**config.mk**
```make
export PLATFORM = sky130hd
export DESIGN_NAME = main_dec
export DESIGN_NICKNAME = d
export VERILOG_FILES = /design/src/rtl/leg_pkg.sv /design/src/rtl/main_dec_comb.sv /design/src/rtl/main_dec.sv
export SDC_FILE = /design/constraint.sdc
export NUM_CORES = 1
export LEC_CHECK = 0
export CORE_AREA = 2 2 39 41
export CTS_BUF_LIST = sky130_fd_sc_hd__clkbuf_8
export DETAILED_ROUTE_END_ITERATION = 16
export DIE_AREA = 0 0 41 43
export PLACE_DENSITY = 0.76
export RECOVER_POWER = 100
export SYNTH_ARGS = -nofsm -noshare
export SYNTH_HDL_FRONTEND = slang
export SYNTH_SLANG_ARGS = --single-unit
```
**constraint.sdc**
```tcl
create_clock -name clk -period 0.8 [get_ports clk]
set_clock_uncertainty 0.2 [all_clocks]
set_input_delay 0.16 -clock clk [delete_from_list [all_inputs] [get_ports clk]]
set_output_delay 0.16 -clock clk [all_outputs]
set_load 0.005 [all_outputs]
```
**src/rtl/leg_pkg.sv**
```systemverilog
// ==========================================================================
// leg_pkg: shared opcode constants and control-word types for LEGv8 decode
// Rev 1.0
// ==========================================================================
`default_nettype none

package leg_pkg;

  localparam logic [10:0] OP_LDUR     = 11'b111_1100_0010;
  localparam logic [10:0] OP_STUR     = 11'b111_1100_0000;
  localparam logic [7:0]  OP_CBZ_MSB8 = 8'b1011_0100;
  localparam logic [10:0] OP_ADD      = 11'b100_0101_1000;
  localparam logic [10:0] OP_SUB      = 11'b110_0101_1000;
  localparam logic [10:0] OP_AND      = 11'b100_0101_0000;
  localparam logic [10:0] OP_ORR      = 11'b101_0101_0000;

  typedef enum logic [1:0] {
    ALUOP_MEM = 2'b00,
    ALUOP_BR  = 2'b01,
    ALUOP_R   = 2'b10
  } alu_op_t;

  typedef struct packed {
    logic    reg2loc;
    logic    alu_src;
    logic    mem_to_reg;
    logic    reg_write;
    logic    mem_read;
    logic    mem_write;
    logic    branch;
    alu_op_t alu_op;
  } ctrl_t;

endpackage

`default_nettype wire

```
**src/rtl/main_dec_comb.sv**
```systemverilog
// ==========================================================================
// main_dec_comb: combinational opcode -> control word decode
// Rev 1.0
// ==========================================================================
`default_nettype none

module main_dec_comb
  import leg_pkg::*;
(
  input  logic [10:0] op,
  output ctrl_t       ctrl,
  output logic        illegal
);

  // CBZ ignores Op[2:0]; the range arm covers all eight encodings and an
  // X/Z opcode matches no arm, falling to the all-zero default.
  always_comb begin
    ctrl         = '0;
    ctrl.alu_op  = ALUOP_MEM;
    illegal      = 1'b0;
    unique case (op) inside
      OP_LDUR: begin
        ctrl.alu_src    = 1'b1;
        ctrl.mem_to_reg = 1'b1;
        ctrl.reg_write  = 1'b1;
        ctrl.mem_read   = 1'b1;
      end
      OP_STUR: begin
        ctrl.reg2loc   = 1'b1;
        ctrl.alu_src   = 1'b1;
        ctrl.mem_write = 1'b1;
      end
      [{OP_CBZ_MSB8, 3'b000}:{OP_CBZ_MSB8, 3'b111}]: begin
        ctrl.reg2loc = 1'b1;
        ctrl.branch  = 1'b1;
        ctrl.alu_op  = ALUOP_BR;
      end
      OP_ADD, OP_SUB, OP_AND, OP_ORR: begin
        ctrl.reg_write = 1'b1;
        ctrl.alu_op    = ALUOP_R;
      end
      default: begin
        illegal = 1'b1;
      end
    endcase
  end

endmodule

`default_nettype wire

```
**src/rtl/main_dec.sv**
```systemverilog
// ==========================================================================
// main_dec: LEGv8 main control decoder with one registered output stage
// Rev 1.0
// ==========================================================================
`default_nettype none

module main_dec
  import leg_pkg::*;
(
  input  logic        clk,
  input  logic        reset_n,
  input  logic [10:0] Op,
  output logic        Reg2Loc,
  output logic        ALUSrc,
  output logic        MemtoReg,
  output logic        RegWrite,
  output logic        MemRead,
  output logic        MemWrite,
  output logic        Branch,
  output logic [1:0]  ALUOp,
  output logic        Illegal
);

  ctrl_t dec_ctrl;
  logic  dec_illegal;
  ctrl_t ctrl_held;
  logic  illegal_held;

  main_dec_comb u_comb (
    .op      (Op),
    .ctrl    (dec_ctrl),
    .illegal (dec_illegal)
  );

  always_ff @(posedge clk or negedge reset_n) begin
    if (!reset_n) begin
      ctrl_held    <= '0;
      illegal_held <= 1'b0;
    end else begin
      ctrl_held    <= dec_ctrl;
      illegal_held <= dec_illegal;
    end
  end

  assign Reg2Loc  = ctrl_held.reg2loc;
  assign ALUSrc   = ctrl_held.alu_src;
  assign MemtoReg = ctrl_held.mem_to_reg;
  assign RegWrite = ctrl_held.reg_write;
  assign MemRead  = ctrl_held.mem_read;
  assign MemWrite = ctrl_held.mem_write;
  assign Branch   = ctrl_held.branch;
  assign ALUOp    = ctrl_held.alu_op;
  assign Illegal  = illegal_held;

endmodule

`default_nettype wire

```
# ---- Word level (Yosys, flattened, before mapping)
# Index checks and enable logic that the tools add are counted.
# Widths: inputs -> output; s select.
dict set report word_totals {
  regBits 9
  latch_bits 0
  ramBits 0
  mem_bits_ro 0
  input_bits 13
  output_inout_bits 10
  memories 0
}
dict set report classes {
  add_sub_neg 0
  multipliers 0
  n_div 0
  order_cmp 2
  n_eq_ne 6
  shifts 0
  n_mux 8
  bitwise 0
  n_reduce_logical 6
}
# cell count
set ops {}
lappend ops {{$eq 11x11->1 const B} 6}
lappend ops {{$ge 11x11->1 const B} 1}
lappend ops {{$le 11x11->1 const B} 1}
lappend ops {{$mux 1} 7}
lappend ops {{$reduce_or 7->1} 1}
lappend ops {{$reduce_or 5->1} 1}
lappend ops {{$pmux 2 s2} 1}
lappend ops {{$reduce_or 2->1} 2}
lappend ops {{$reduce_or 4->1} 1}
lappend ops {{$logic_and 1x1->1} 1}

# ---- Depth between registers and ports, before layout
dict set report logic_depth {
  depth_word 4
  ltp_mapped 3
  ltp_nobuf 3
}

# ---- Cells and area by module
# Synthesis repeated with hierarchy kept, for this count alone.
dict set report unflattened {
  hier_cells 34
  area_unflattened_um2 389.1
}
# module instances cells_each area_each_um2 seq_area_each_um2
set by_module_without_submodules {}
lappend by_module_without_submodules {main_dec 1 10 250.2 250.2}
lappend by_module_without_submodules {main_dec_comb 1 24 138.9 0.0}

# ---- Least setup slack after synthesis
# No wires, ideal clock.
dict set report synth_timing {
  path_type {input -> register}
  startpoint {in Op[5]}
  endpoint {reg illegal_held, in the netlist Illegal}
  arrival_time_ns 0.896
  setup_slack_ns -0.417
  path_stages 2
  n_path_buf 0
  path_cell_list {or4b_4 o22a_1}
}
dict set report synth_between {
  elab_chain_cells 4
}
# item line_no
set synth_lines {}
lappend synth_lines {{from (decl)} main_dec.sv:12} ;# input logic [10:0] Op,
lappend synth_lines {{$ge 11x11->1 (no source line) / $le 11x11->1 (equally long branches)} n/a}
lappend synth_lines {{$logic_and 1x1->1 (no source line)} n/a}
lappend synth_lines {{$reduce_or 7->1 (no source line) (*)} n/a}
lappend synth_lines {{$mux 1 (*)} main_dec_comb.sv:21} ;# unique case (op) inside
lappend synth_lines {{via dec_illegal} main_dec.sv:25} ;# logic dec_illegal;
lappend synth_lines {{to (signal assigned)} main_dec.sv:41} ;# illegal_held <= dec_illegal;
lappend synth_lines {{to (decl)} main_dec.sv:27} ;# logic illegal_held;
# Mark *: on every way through the listed nets, which the timed path passes. The rest lies on a longest branch.

# ---- Final worst setup path
dict set report layout_timing {
  startpoint {in Op[2]}
  endpoint {reg illegal_held, in the netlist Illegal}
}
# The elaborated chain is that of the path after synthesis.

==> results.yml <==
synthesis:
  synth_area_per_cell_um2: 11.9
  synth-seq-area-share: 0.592
  yosys_register_bits: 9
  synth_cell_types: 17
  synth_cells: 32
  synth_nets: 45
  synth.largest_area_cell: "dfrtp_1"
  synth_top_cell_area_share: 0.592
  yosys-top-cells-area: "dfrtp_1 (59%), nor2_1 (4.9%), nor4b_2 (3.9%)"
  yosysWarnings: 0
  netlist_area_um2: 380
clock_tree:
  cts_hold_buf: 0
  clk_pin_slew_worst_paths_ns: 0.04
  cts_buffers: 3
  clockBufferDepth: 2
  clock_sinks: 9
  htree_num_levels: 1
  cts_tree: "done"
  ctsRootBufferMaster: "clkbuf_8"
global_route:
  use_met2: 0.222
  grt_pass1_vias: 353
  globalRouteMet3Util: 0.0471
  grt_max_degree: 8
  grt_usage: 0.130
  antenna_found_initial: 0
  grt-ovfl-total: 0
  grt_pass1_wl_mm: 1.46
  met1_usage: 0.119
  top_usage_layer: "met2"
cells_and_area:
  final_nets: 81
  fin_area_um2: 742
  drive_gt1_frac: 0.642
  syn2layout_area_growth_pct: 95.1
  insertedDiodeCount: 0
sta:
  worst_pin_slew_ns: 0.330
  fin_setup_tns_ns: -4.45
  final-setup-viol-count: 19
  finalCritPeriodShare: 1.38
  final-max-slew-violation-count: 0
  slew_headroom: 0.779
  period_minus_slack_ns: 1.10
  fin_ws_ns: -0.301
  final_hold_viol_count: 0
  fmax_ghz: 0.908
  worst_hold_slack_ns: 0.0325
  rsz0062_at_grt: "true"
flow_run:
  drv_cap: 0
setup_path:
  critPathMaxStageDelay_ns: 0.53
  crit_end: "Illegal$_DFF_PN0_"
  setup.worst_path.class: "input pin to flip-flop"
  cp.required_ns: 0.71
  cp-end-kind: "flip-flop"
  crit_path_top_delay_cell: "or4b_4"
  cp_cell_sequence: "buf_6 > or4b_4 > o22a_1"
  start_kind: "input pin"
  critPathArrivalTime_ns: 1.01
  crit_fanout: 2
  cp-startpoint: "Op[2]"
run_status:
  status: "complete, but fails checks"
  violations: "setup timing"
drt:
  ant_nets: 0
  drt_iter0_drc: 2
  dr.pass1.iters: 3
  vias: 380
  routedWlPerCell_um: 12.1
  vias_per_cell: 4.58
  drt-total-wl_mm: 1.00
  drc: 0
floorplanning:
  die_y_um: 43
  die_area_um2: 1760
  fp.coreArea_um2: 1380
  initial_core_util: 0.275
  io_pins: 23
  rows: 14
  die_x_um: 41
hold_path:
  min_path_type: "input pin to flip-flop"
  hold_start: "Op[5]"
place:
  numPortBuffers: 22
  dpl.hpwl_um: 659
  gp_congestion: 0.738
  pre_cts_slack_ns: -0.954
  place_area_um2: 687
power_and_ir_drop:
  power_leakage_uw: 0.000361
  fin_total_pwr_uw: 1100
  peakVddDrop_mv: 0.841
  p_per_area_nw_per_um2: 1480
-- power breakdown --
group,switching (uW),leakage (uW),internal (uW)
clock network,154,0.0000269,332
logic,61.0,0.000214,92.4
registers,0.217,0.000121,459
total,215,0.000361,883
-- cell type report --
class	instances	area, um^2
Sequential cell	9	225
Timing Repair Buffer	32	249
Fill cell	139	642
Clock inverter	1	3.75
Inverter	1	3.75
Clock buffer	3	41.3
Multi-Input combinational cell	21	199
Tap cell	16	20.0
-- stage by stage --
step	instances	utilization
CTS	84	0.533
detailed placement	76	0.496
floorplan	32	-
global placement	76	0.496
global route	83	0.536
finish	83	0.536
-- cell usage in the layout, fill, tap and decap left out, types with 3 or more instances in the layout --
cell type  count
clkbuf_8       3
buf_2         10
buf_4          5
dfrtp_1        9
buf_6          9
-- cells by family after synthesis --
group                  Yosys count  share of synthesized area
flip-flops                       9                      0.592
AND/OR/NAND/NOR                 16                      0.283
AO/OA/AOI/OAI                    4                     0.0691
multiplexers                     1                     0.0263
buffers and inverters            2                     0.0296
-- worst min path at each step --
| stage | cells after the start | slack [ns] | end |
|---|---|---|---|
| finish | 4 | 0.03 | MemWrite$_DFF_PN0_ |
| global route | 4 | 0.04 | MemRead$_DFF_PN0_ |
| CTS | 4 | 0.02 | MemWrite$_DFF_PN0_ |
| detailed placement | 2 | 0.26 | MemWrite$_DFF_PN0_ |
| global placement | 2 | 0.26 | MemWrite$_DFF_PN0_ |
| floorplan | 0 | -0.34 | ALUOp[0]$_DFF_PN0_ |
-- worst max-delay path: cells and delay by family --
family                 cells  cell delay [ns]
AO/OA/AOI/OAI              1             0.22
AND/OR/NAND/NOR            1             0.53
buffers and inverters      1             0.09
-- synthesized netlist by cell type --
| cell | number |
|---|---|
| mux2i_1 | 1 |
| dfrtp_1 | 9 |
| and4bb_2 | 1 |
| nor2_1 | 5 |
| nor2b_1 | 1 |
| a21boi_1 | 1 |
| inv_1 | 1 |
| or4b_4 | 1 |
| nand2_1 | 2 |
| o22a_1 | 1 |
| or3b_4 | 1 |
| nand4_1 | 2 |
| buf_4 | 1 |
| a21oi_1 | 2 |
| nor4b_2 | 1 |
| nand3_1 | 1 |
| nor3_1 | 1 |
-- flip-flops by register name, indices dropped and copies added, names as in the netlist --
signal	cells
MemWrite	1
ALUSrc	1
Branch	1
RegWrite	1
MemRead	1
Reg2Loc	1
Illegal	1
ALUOp	2
-- layer usage --
metal | vias to the layer above | part of all wire
met5 | - | 0
met3 | 0 | 0.087
li1 | 184 | -
met1 | 180 | 0.34
met2 | 16 | 0.57
met4 | 0 | 0
-- timing repair --
action / 4_1_cts / 5_1_grt
gates resized for setup: 89 / 10
setup buffers: 4 / 1
endpoints found under the hold margin: 0 / 0
setup endpoints to repair: 19 / 19
pin swaps: 11 / 7
(Power assumes the default switching activity.)
